### config.mk
export PLATFORM = sky130hd
export DESIGN_NAME = ahb_bus_arbiter_flat
export DESIGN_NICKNAME = d
export VERILOG_FILES = /design/src/rtl/ahb_bus_arbiter_if.sv /design/src/rtl/ahb_bus_arbiter.sv /design/src/flat_wrapper.sv
export SDC_FILE = /design/constraint.sdc
export NUM_CORES = 1
export LEC_CHECK = 0
export BUFFER_PORTS_ARGS = -buffer_cell sky130_fd_sc_hd__buf_2
export CORE_MARGIN = 2
export CORE_UTILIZATION = 30
export CTS_CLUSTER_SIZE = 10
export DETAILED_ROUTE_END_ITERATION = 8
export SYNTH_ARGS = -nofsm -noshare
export SYNTH_HDL_FRONTEND = slang
export SYNTH_SLANG_ARGS = --single-unit
### constraint.sdc
create_clock -name HCLK -period 5.3 [get_ports HCLK]
set_input_delay 0.265 -clock HCLK [delete_from_list [all_inputs] [get_ports HCLK]]
set_output_delay 0.265 -clock HCLK [all_outputs]
set_load 0.02 [all_outputs]
### src/rtl/ahb_bus_arbiter_if.sv
// Arbitration signal bundle shared by the AHB masters' muxed bus and the arbiter.
// The slave modport is the arbiter's view, the master modport is the bus/master side.
interface ahb_bus_arbiter_if #(
    parameter int NUM_MASTERS = 4
);
    logic [NUM_MASTERS-1:0]         HBUSREQ;
    logic [NUM_MASTERS-1:0]         HLOCK;
    logic [1:0]                     HTRANS;
    logic [2:0]                     HBURST;
    logic                           HREADY;
    logic                           HRESP;
    logic [NUM_MASTERS-1:0]         HGRANT;
    logic [$clog2(NUM_MASTERS)-1:0] HMASTER;
    logic                           HMASTLOCK;

    modport slave (
        input  HBUSREQ, HLOCK, HTRANS, HBURST, HREADY, HRESP,
        output HGRANT, HMASTER, HMASTLOCK
    );

    modport master (
        output HBUSREQ, HLOCK, HTRANS, HBURST, HREADY, HRESP,
        input  HGRANT, HMASTER, HMASTLOCK
    );
endinterface

### src/rtl/ahb_bus_arbiter.sv
// Round-robin AHB-Lite bus arbiter with burst tracking, locked sequences,
// error-response recovery and parking on DEFAULT_MASTER.
module ahb_bus_arbiter #(
    parameter int NUM_MASTERS    = 4,
    parameter int DEFAULT_MASTER = 0,
    parameter int MAX_INCR_BEATS = 16
) (
    input logic              HCLK,
    input logic              HRESET,
    ahb_bus_arbiter_if.slave bus
);
    localparam int IDX_W     = $clog2(NUM_MASTERS);
    localparam int MAX_BEATS = (MAX_INCR_BEATS > 16) ? MAX_INCR_BEATS : 16;
    localparam int CNT_W     = $clog2(MAX_BEATS + 1);

    localparam logic [1:0] TRANS_IDLE   = 2'b00;
    localparam logic [1:0] TRANS_NONSEQ = 2'b10;
    localparam logic [1:0] TRANS_SEQ    = 2'b11;

    typedef enum logic [1:0] {
        S_PARK,
        S_BURST,
        S_ERR
    } arbState_t;

    arbState_t              state_q, state_d;
    logic [CNT_W-1:0]       beatCnt_q, beatCnt_d;
    logic [IDX_W-1:0]       rrPtr_q, rrPtr_d;
    logic [NUM_MASTERS-1:0] grant_q, grant_d;
    logic [IDX_W-1:0]       master_q, master_d;
    logic                   mastLock_q, mastLock_d;

    logic [IDX_W-1:0]       ownerIdx;
    logic                   ownerReq;
    logic                   ownerLock;
    logic [NUM_MASTERS-1:0] otherReq;
    logic [NUM_MASTERS-1:0] candReq;
    logic [IDX_W-1:0]       rrWinner;
    logic                   rrFound;
    logic                   arbReq;
    int                     scanPos;

    // Address-phase length of the burst type being started (INCR is capped).
    function automatic logic [CNT_W-1:0] burstLen(input logic [2:0] hburst);
        case (hburst)
            3'b000:         burstLen = CNT_W'(1);
            3'b001:         burstLen = CNT_W'(MAX_INCR_BEATS);
            3'b010, 3'b011: burstLen = CNT_W'(4);
            3'b100, 3'b101: burstLen = CNT_W'(8);
            default:        burstLen = CNT_W'(16);
        endcase
    endfunction

    // Decode the one-hot grant into the index of the owning master.
    always_comb begin
        ownerIdx = '0;
        for (int i = 0; i < NUM_MASTERS; i++) begin
            if (grant_q[i]) begin
                ownerIdx = IDX_W'(i);
            end
        end
    end

    assign ownerReq  = bus.HBUSREQ[ownerIdx];
    assign ownerLock = bus.HLOCK[ownerIdx];

    // Round-robin scan from the pointer; the current owner only competes when
    // nobody else is asking, so a finished owner goes to the back of the line.
    always_comb begin
        otherReq = bus.HBUSREQ & ~grant_q;
        candReq  = (otherReq != '0) ? otherReq : bus.HBUSREQ;
        rrWinner = IDX_W'(DEFAULT_MASTER);
        rrFound  = 1'b0;
        scanPos  = 0;
        for (int k = 0; k < NUM_MASTERS; k++) begin
            scanPos = int'(rrPtr_q) + k;
            if (scanPos >= NUM_MASTERS) begin
                scanPos = scanPos - NUM_MASTERS;
            end
            if (!rrFound && candReq[IDX_W'(scanPos)]) begin
                rrWinner = IDX_W'(scanPos);
                rrFound  = 1'b1;
            end
        end
    end

    // Burst tracking, error handling and grant/pointer update. Everything is
    // frozen while HREADY is low except the jump into the error state.
    always_comb begin
        state_d    = state_q;
        beatCnt_d  = beatCnt_q;
        rrPtr_d    = rrPtr_q;
        grant_d    = grant_q;
        master_d   = master_q;
        mastLock_d = mastLock_q;
        arbReq     = 1'b0;
        if (bus.HRESP && !bus.HREADY) begin
            state_d = S_ERR;
        end else if (bus.HREADY) begin
            master_d   = ownerIdx;
            mastLock_d = ownerLock;
            case (state_q)
                S_PARK: begin
                    if (bus.HTRANS == TRANS_NONSEQ) begin
                        if (burstLen(bus.HBURST) == CNT_W'(1)) begin
                            beatCnt_d = '0;
                            arbReq    = !ownerLock;
                        end else begin
                            beatCnt_d = burstLen(bus.HBURST) - CNT_W'(1);
                            state_d   = S_BURST;
                        end
                    end else begin
                        arbReq = !(ownerLock || ownerReq);
                    end
                end
                S_BURST: begin
                    if (bus.HTRANS == TRANS_NONSEQ || bus.HTRANS == TRANS_SEQ) begin
                        if (beatCnt_q <= CNT_W'(1)) begin
                            beatCnt_d = '0;
                            state_d   = S_PARK;
                            arbReq    = !ownerLock;
                        end else begin
                            beatCnt_d = beatCnt_q - CNT_W'(1);
                        end
                    end else if (bus.HTRANS == TRANS_IDLE) begin
                        beatCnt_d = '0;
                        state_d   = S_PARK;
                        arbReq    = !ownerLock;
                    end
                end
                S_ERR: begin
                    beatCnt_d = '0;
                    state_d   = S_PARK;
                    arbReq    = !ownerLock;
                end
                default: begin
                    state_d = S_PARK;
                end
            endcase
            if (arbReq) begin
                grant_d           = '0;
                grant_d[rrWinner] = 1'b1;
                if (rrWinner != ownerIdx) begin
                    rrPtr_d = (rrWinner == IDX_W'(NUM_MASTERS - 1)) ? '0 : rrWinner + 1'b1;
                end
            end
        end
    end

    // State register; reset parks the bus and abandons any burst in flight.
    always_ff @(posedge HCLK or posedge HRESET) begin
        if (HRESET) begin
            state_q    <= S_PARK;
            beatCnt_q  <= '0;
            rrPtr_q    <= '0;
            grant_q    <= NUM_MASTERS'(1) << DEFAULT_MASTER;
            master_q   <= IDX_W'(DEFAULT_MASTER);
            mastLock_q <= 1'b0;
        end else begin
            state_q    <= state_d;
            beatCnt_q  <= beatCnt_d;
            rrPtr_q    <= rrPtr_d;
            grant_q    <= grant_d;
            master_q   <= master_d;
            mastLock_q <= mastLock_d;
        end
    end

    assign bus.HGRANT    = grant_q;
    assign bus.HMASTER   = master_q;
    assign bus.HMASTLOCK = mastLock_q;
endmodule

### src/flat_wrapper.sv
// flat-port wrapper written by rule: the top's interface ports become plain ports
module ahb_bus_arbiter_flat 
#(
    parameter int NUM_MASTERS    = 4,
    parameter int DEFAULT_MASTER = 0,
    parameter int MAX_INCR_BEATS = 16
)
  (HCLK, HRESET, bus_HBUSREQ, bus_HLOCK, bus_HTRANS, bus_HBURST, bus_HREADY, bus_HRESP, bus_HGRANT, bus_HMASTER, bus_HMASTLOCK);
  ahb_bus_arbiter_if #(.NUM_MASTERS(NUM_MASTERS)) bus_i ();
  input logic HCLK;
  input logic HRESET;
  input wire logic [$bits(bus_i.HBUSREQ)-1:0] bus_HBUSREQ;
  input wire logic [$bits(bus_i.HLOCK)-1:0] bus_HLOCK;
  input wire logic [$bits(bus_i.HTRANS)-1:0] bus_HTRANS;
  input wire logic [$bits(bus_i.HBURST)-1:0] bus_HBURST;
  input wire logic [$bits(bus_i.HREADY)-1:0] bus_HREADY;
  input wire logic [$bits(bus_i.HRESP)-1:0] bus_HRESP;
  output wire logic [$bits(bus_i.HGRANT)-1:0] bus_HGRANT;
  output wire logic [$bits(bus_i.HMASTER)-1:0] bus_HMASTER;
  output wire logic [$bits(bus_i.HMASTLOCK)-1:0] bus_HMASTLOCK;
  assign bus_i.HBUSREQ = bus_HBUSREQ;
  assign bus_i.HLOCK = bus_HLOCK;
  assign bus_i.HTRANS = bus_HTRANS;
  assign bus_i.HBURST = bus_HBURST;
  assign bus_i.HREADY = bus_HREADY;
  assign bus_i.HRESP = bus_HRESP;
  assign bus_HGRANT = bus_i.HGRANT;
  assign bus_HMASTER = bus_i.HMASTER;
  assign bus_HMASTLOCK = bus_i.HMASTLOCK;
  ahb_bus_arbiter #(.NUM_MASTERS(NUM_MASTERS), .DEFAULT_MASTER(DEFAULT_MASTER), .MAX_INCR_BEATS(MAX_INCR_BEATS)) u_core (.HCLK(HCLK), .HRESET(HRESET), .bus(bus_i));
endmodule
==> impl_metrics.toml, run 1 <==
[status]
outcome = "finished, final reports clean"

[routing]
remaining_drc_errors = 0
viasPerCell = 5.22
drt-total-wl_um = 3080
routedWlPerCell_um = 12.8
ant_nets = 0
via_count = 1259
drt-initial-drc-count = 68
firstDrtPassIters = 4

[setup_path]
path_buf_inv = 0
critPathMaxFanout = 13
critical_path.top_delay_family = "compound AO/OA/AOI/OAI gates"
r2r-start = "u_core.bus.HGRANT[2]$_DFFE_PP0P_"
slowest_delay_ns = 0.52
cp-startpoint = "u_core.bus.HGRANT[2]$_DFFE_PP0P_"
critical_path_class = "register to register"
path_cells = "nand2b_1 -> a41oi_2 -> o21ai_1 -> a221o_1 -> and3_4 -> a2111oi_2 -> mux2_1"
required_ns = 5.43
cp_slowest_cell = "dfrtp_1"
critPathLaunchType = "register"
crit_arrival_ns = 2.77
cp-end-kind = "register"

[cts]
path_clk_slew_ns = 0.07
cts_buffers = 3
ctsHtreeMaxLevel = 1
ctsResizeCount = 0
hold_buffers = 0
cts_setup_buffers = 0
clock_sinks = 16
clk_path_buf_depth = 2
ctsRootBufferMaster = "clkbuf_8"
cts_tree = "yes"
clk_latency_ns = 0.25

[synth]
synthArstFlopShare_pct = 100
synth_seq_cells = 16
synth-edff-count = 0
ys_types = 47
synth_warnings = 0
syn_avg_cell_area_um2 = 8.63
synth_most_common_cell = "dfrtp_1"
yosys.area.top_type_share_pct = 26.4
syn-cell-area_um2 = 1420
synthTopCellsByCount = "dfrtp_1 (15), a21oi_1 (13), nor2_1 (13), ha_1 (12), inv_1 (12)"
seq_area_frac_synth_pct = 28.2
synth_fp_nets = 194
syn_inst = 165
synthTopCellsByArea = "dfrtp_1 (26%), ha_1 (11%), a21oi_1 (4.6%)"
yosys_most_used_dff = "dfrtp_1"
yosysTopAreaCell = "dfrtp_1"

[place]
port_buffers = 23
place_area_um2 = 1560
post-place-cells = 237
dp_hpwl_um = 2400
gp_congestion = 0.840

[timing]
tightest_slew_ns = 0.690
period_needed_ns = 2.64
holdWs_ns = 0.0815
fmaxAchievable_mhz = 379
finalClockSkew_ns = 0.000583
hold_viol = 0
setup_tns_ns = 0
finalMaxSlewViolations = 0
min_period_over_period_pct = 49.8
setup_viol = 0
rsz0062_at_grt = "false"
slew_headroom_pct = 53.8

[grt]
globalRouteOverflowTotal = 0
grt_pass1_wl_um = 5150
grt_max_degree = 17
grt_usage_pct = 12.2
antenna_found_initial = 0
grt_pass1_vias = 1181

[floorplanning]
num_io_pins = 24
die_h_um = 72.9
row_count = 25
start_util_pct = 30.6
core_area_um2 = 4660
die_area_um2 = 5310
die_w_um = 72.9

[final_layout]
nets = 217
diodes = 0
postLayoutCoreUtil_pct = 34.6
final_cells = 241
drive_above_1_share_pct = 20.9
area_delta_synth_final_pct = 13.3
fin_area_um2 = 1610

[min_path]
min-delay-path-class = "primary input to async pin"

[pwr]
powerDensity_nw_per_um2 = 467
power.leakage_nw = 0.701
peakVddDrop_uv = 214

[run]
maxCapViolCount = 0
-- through the flow --
stage | worst slack [ns] | power [mW]
6_report | 2.66 | 0.754
3_3_place_gp | 2.67 | 0.648
4_1_cts | 2.66 | 0.763
3_5_place_dp | 2.60 | 0.648
2_1_floorplan | 2.78 | 0.565
5_1_grt | 2.50 | 0.828
-- layer usage --
layer / global-route usage [%] / part of all wire (%)
met1: 16.0 / 48
met2: 20.8 / 48
met3: 2.07 / 3.4
met4: 2.88 / 0.42
met5: 0 / 0
-- final timing paths --
path / endpoint / slack, ns / depth (start not counted)
worst max-delay path: u_core.rrPtr_q[1]$_DFFE_PP0P_ / 2.66 / 7
worst min-delay path: u_core.bus.HMASTER[0]$_DFFE_PP0P_ / 0.08 / 2
worst max register to register: u_core.rrPtr_q[1]$_DFFE_PP0P_ / 2.66 / 7
worst min register to register: u_core.bus.HMASTER[0]$_DFFE_PP0P_ / 0.53 / 2
max in group asynchronous: u_core.rrPtr_q[1]$_DFFE_PP0P_ / 4.81 / 2
min in group HCLK: u_core.state_q[0]$_DFFE_PP0P_ / 0.20 / 2
-- power breakdown --
group | leakage [nW] | internal (mW) | total (mW) | switching, mW
clock network | 0.0288 | 0.0659 | 0.110 | 0.0442
logic | 0.480 | 0.171 | 0.402 | 0.230
registers | 0.192 | 0.171 | 0.242 | 0.0708
total | 0.701 | 0.408 | 0.754 | 0.345
-- flip-flops by register name (all words and copies together), names as in the netlist --
| signal | flops |
|---|---|
| u_core.beatCnt_q | 5 |
| u_core.bus.HGRANT | 4 |
| u_core.bus.HMASTER | 2 |
| u_core.rrPtr_q | 2 |
| u_core.state_q | 2 |
| u_core.bus.HMASTLOCK | 1 |
-- layout make-up --
| type | count | area [µm²] |
|---|---|---|
| fill | 485 | 3050 |
| timing repair buffer | 23 | 115 |
| inverter | 15 | 56.3 |
| sequential | 16 | 402 |
| multi-input combinational | 129 | 917 |
| clock buffer | 4 | 55.1 |
| tap | 54 | 67.6 |
-- cells by family (layout without fill, tap and decap cells) --
logic type | after synthesis | after routing | synth area share (%)
flip-flops | 16 | 16 | 28.2
buffers and inverters | 20 | 42 | 7.38
AO/OA/AOI/OAI | 54 | 54 | 25.7
XOR/XNOR | 2 | 2 | 1.23
adder cells (fa/ha/maj) | 12 | 12 | 10.5
AND/OR/NAND/NOR | 52 | 52 | 20.2
multiplexers | 9 | 9 | 6.77
-- layout by cell type, fill, tap and decap left out, drive strengths merged, types with 3 or more instances in the layout --
master and count:
mux2 5, nand4 3, nor2b 8, o21ai 17, ha 12, buf 23, dfrtp 15, a21oi 13
inv 14, nand2 10, nand2b 5, nor3 7, mux2i 4, clkbuf 4, o22ai 3, nor2 13
No activity file was read; power rests on OpenSTA's default activity.
==> inputs of run 2 (changes only) <==
==> constraint.sdc (replaced) <==
create_clock -name HCLK -period 2.7 [get_ports HCLK]
set_input_delay 0.135 -clock HCLK [delete_from_list [all_inputs] [get_ports HCLK]]
set_output_delay 0.135 -clock HCLK [all_outputs]
set_load 0.02 [all_outputs]
==> impl_metrics.toml, run 2 (synthesized netlist as in run 1, its figures left out) <==
[setup_path]
reg2reg_slack_ns = 0.27
cp-end-kind = "register"
r2r_cells = 7
setup.worst_path.end = "u_core.rrPtr_q[1]$_DFFE_PP0P_"
critical_path_class = "register to register"
r2r_end = "u_core.rrPtr_q[1]$_DFFE_PP0P_"
r2r-start = "u_core.bus.HGRANT[2]$_DFFE_PP0P_"
crit_arrival_ns = 2.57
critPathLaunchType = "register"
critPathMaxFanout = 13
cp-startpoint = "u_core.bus.HGRANT[2]$_DFFE_PP0P_"
required_ns = 2.84

[final_layout]
area_delta_synth_final_pct = 16.6
final_cells = 247
top_register = "u_core.beatCnt_q"
fin_area_um2 = 1660
nets = 223
final_cell_mix = "buf_2 (23), dfrtp_1 (15), nor2_1 (13), a21oi_1 (13)"
largest_reg_flops = 5
final_common_cell = "buf_2"
drive_above_1_share_pct = 22.8
diodes = 0
fillers = 490

[pwr]
power_frac_seq_pct = 29.1
p_sw_mw = 0.708
peakVddDrop_uv = 443
swShare_pct = 45.3
clockPowerShare_pct = 13.9
power.leakage_nw = 0.729
powerDensity_nw_per_um2 = 941
power_frac_comb_pct = 56.9
p_int_mw = 0.855

[timing]
slew_headroom_pct = 51.9
fmaxAchievable_mhz = 411
holdWs_ns = 0.0607
setup_tns_ns = 0
finalClockSkew_ns = 0.00418
hold_viol = 0
finalMaxSlewViolations = 0
min_period_over_period_pct = 90.0
tightest_slew_ns = 0.719
period_needed_ns = 2.43
setup_viol = 0
rsz0062_at_grt = "false"

[min_path]
min-delay-path-class = "primary input to register"

[floorplanning]
start_util_pct = 30.6
row_count = 25
die_area_um2 = 5310
core_area_um2 = 4660
die_h_um = 72.9
num_io_pins = 24
die_w_um = 72.9

[cts]
ctsHtreeMaxLevel = 1
hold_buffers = 1
ctsResizeCount = 0
clk_path_buf_depth = 2
cts_buffers = 3
ctsRootBufferMaster = "clkbuf_8"
path_clk_slew_ns = 0.07
clock_sinks = 16
clk_latency_ns = 0.25
cts_tree = "yes"
cts_setup_buffers = 0

[place]
gp_congestion = 0.917
place_area_um2 = 1600
dp_hpwl_um = 2480
port_buffers = 23
post-place-cells = 242

[routing]
remaining_drc_errors = 0
viasPerCell = 5.11
routedWlPerCell_um = 12.5
drt-total-wl_um = 3100
drt-initial-drc-count = 33
ant_nets = 0
via_count = 1262
firstDrtPassIters = 4

[run]
maxCapViolCount = 0

[status]
outcome = "finished, final reports clean"

[grt]
grt_max_degree = 17
globalRouteOverflowTotal = 0
antenna_found_initial = 0
grt_pass1_wl_um = 5250
grt_usage_pct = 12.4
grt_pass1_vias = 1240
run 2: changes by cell type in the layout (fill, tap and decap cells not counted):
cell,change
dlygate4sd3_1,+1
buf_4,+5
run 2: area by class of cell:
class,instances,area [µm²],area share [%]
flip-flops and latches,16,402,24.2
multi-input cells,129,917,55.2
inverters,15,56.3,3.39
repair buffers,29,163,9.80
well taps,54,67.6,4.07
clock buffers,4,55.1,3.32
run 2: per-stage QoR:
stage | utilization (%) | total power, mW | setup slack (ns)
after floorplan | - | 1.11 | 0.176
after global placement | 34.2 | 1.35 | 0.304
after detailed placement | 34.2 | 1.36 | 0.282
after CTS | 35.6 | 1.58 | 0.271
after global routing | 35.6 | 1.71 | 0.101
final | 35.6 | 1.56 | 0.270
run 2: power by group through the flow:
stage	Sequential (mW)	Combinational, mW	Clock [mW]
2_1_floorplan	0.465	0.643	0
3_3_place_gp	0.458	0.890	0
3_5_place_dp	0.460	0.896	0
4_1_cts	0.456	0.898	0.225
5_1_grt	0.479	1.00	0.230
6_report	0.455	0.889	0.218
run 2: worst min path at each step:
stage	from	depth (start not counted)	end
final	bus_HRESP	2	u_core.state_q[0]$_DFFE_PP0P_
after detailed placement	HRESET	2	u_core.bus.HMASTER[0]$_DFFE_PP0P_
after global placement	HRESET	2	u_core.bus.HMASTER[0]$_DFFE_PP0P_
after CTS	bus_HRESP	2	u_core.state_q[0]$_DFFE_PP0P_
after floorplan	HRESET	1	u_core.beatCnt_q[0]$_DFFE_PP0P_
after global routing	bus_HRESP	2	u_core.state_q[0]$_DFFE_PP0P_
run 2: worst max-delay path: stages, from the launching register on:
cell and delay, ns:
dfrtp_1 0.50, nand2b_1 0.24, a41oi_2 0.22, o21ai_1 0.10
a221o_1 0.37, and3_4 0.19, a2111oi_2 0.36, mux2_1 0.35
run 2: routing by layer:
metal	GRT usage, %	up-vias	wire length (µm)
li1	-	652	-
met1	15.8	581	1480
met2	21.7	26	1510
met3	1.66	3	81
met4	3.50	0	27
met5	0	-	0
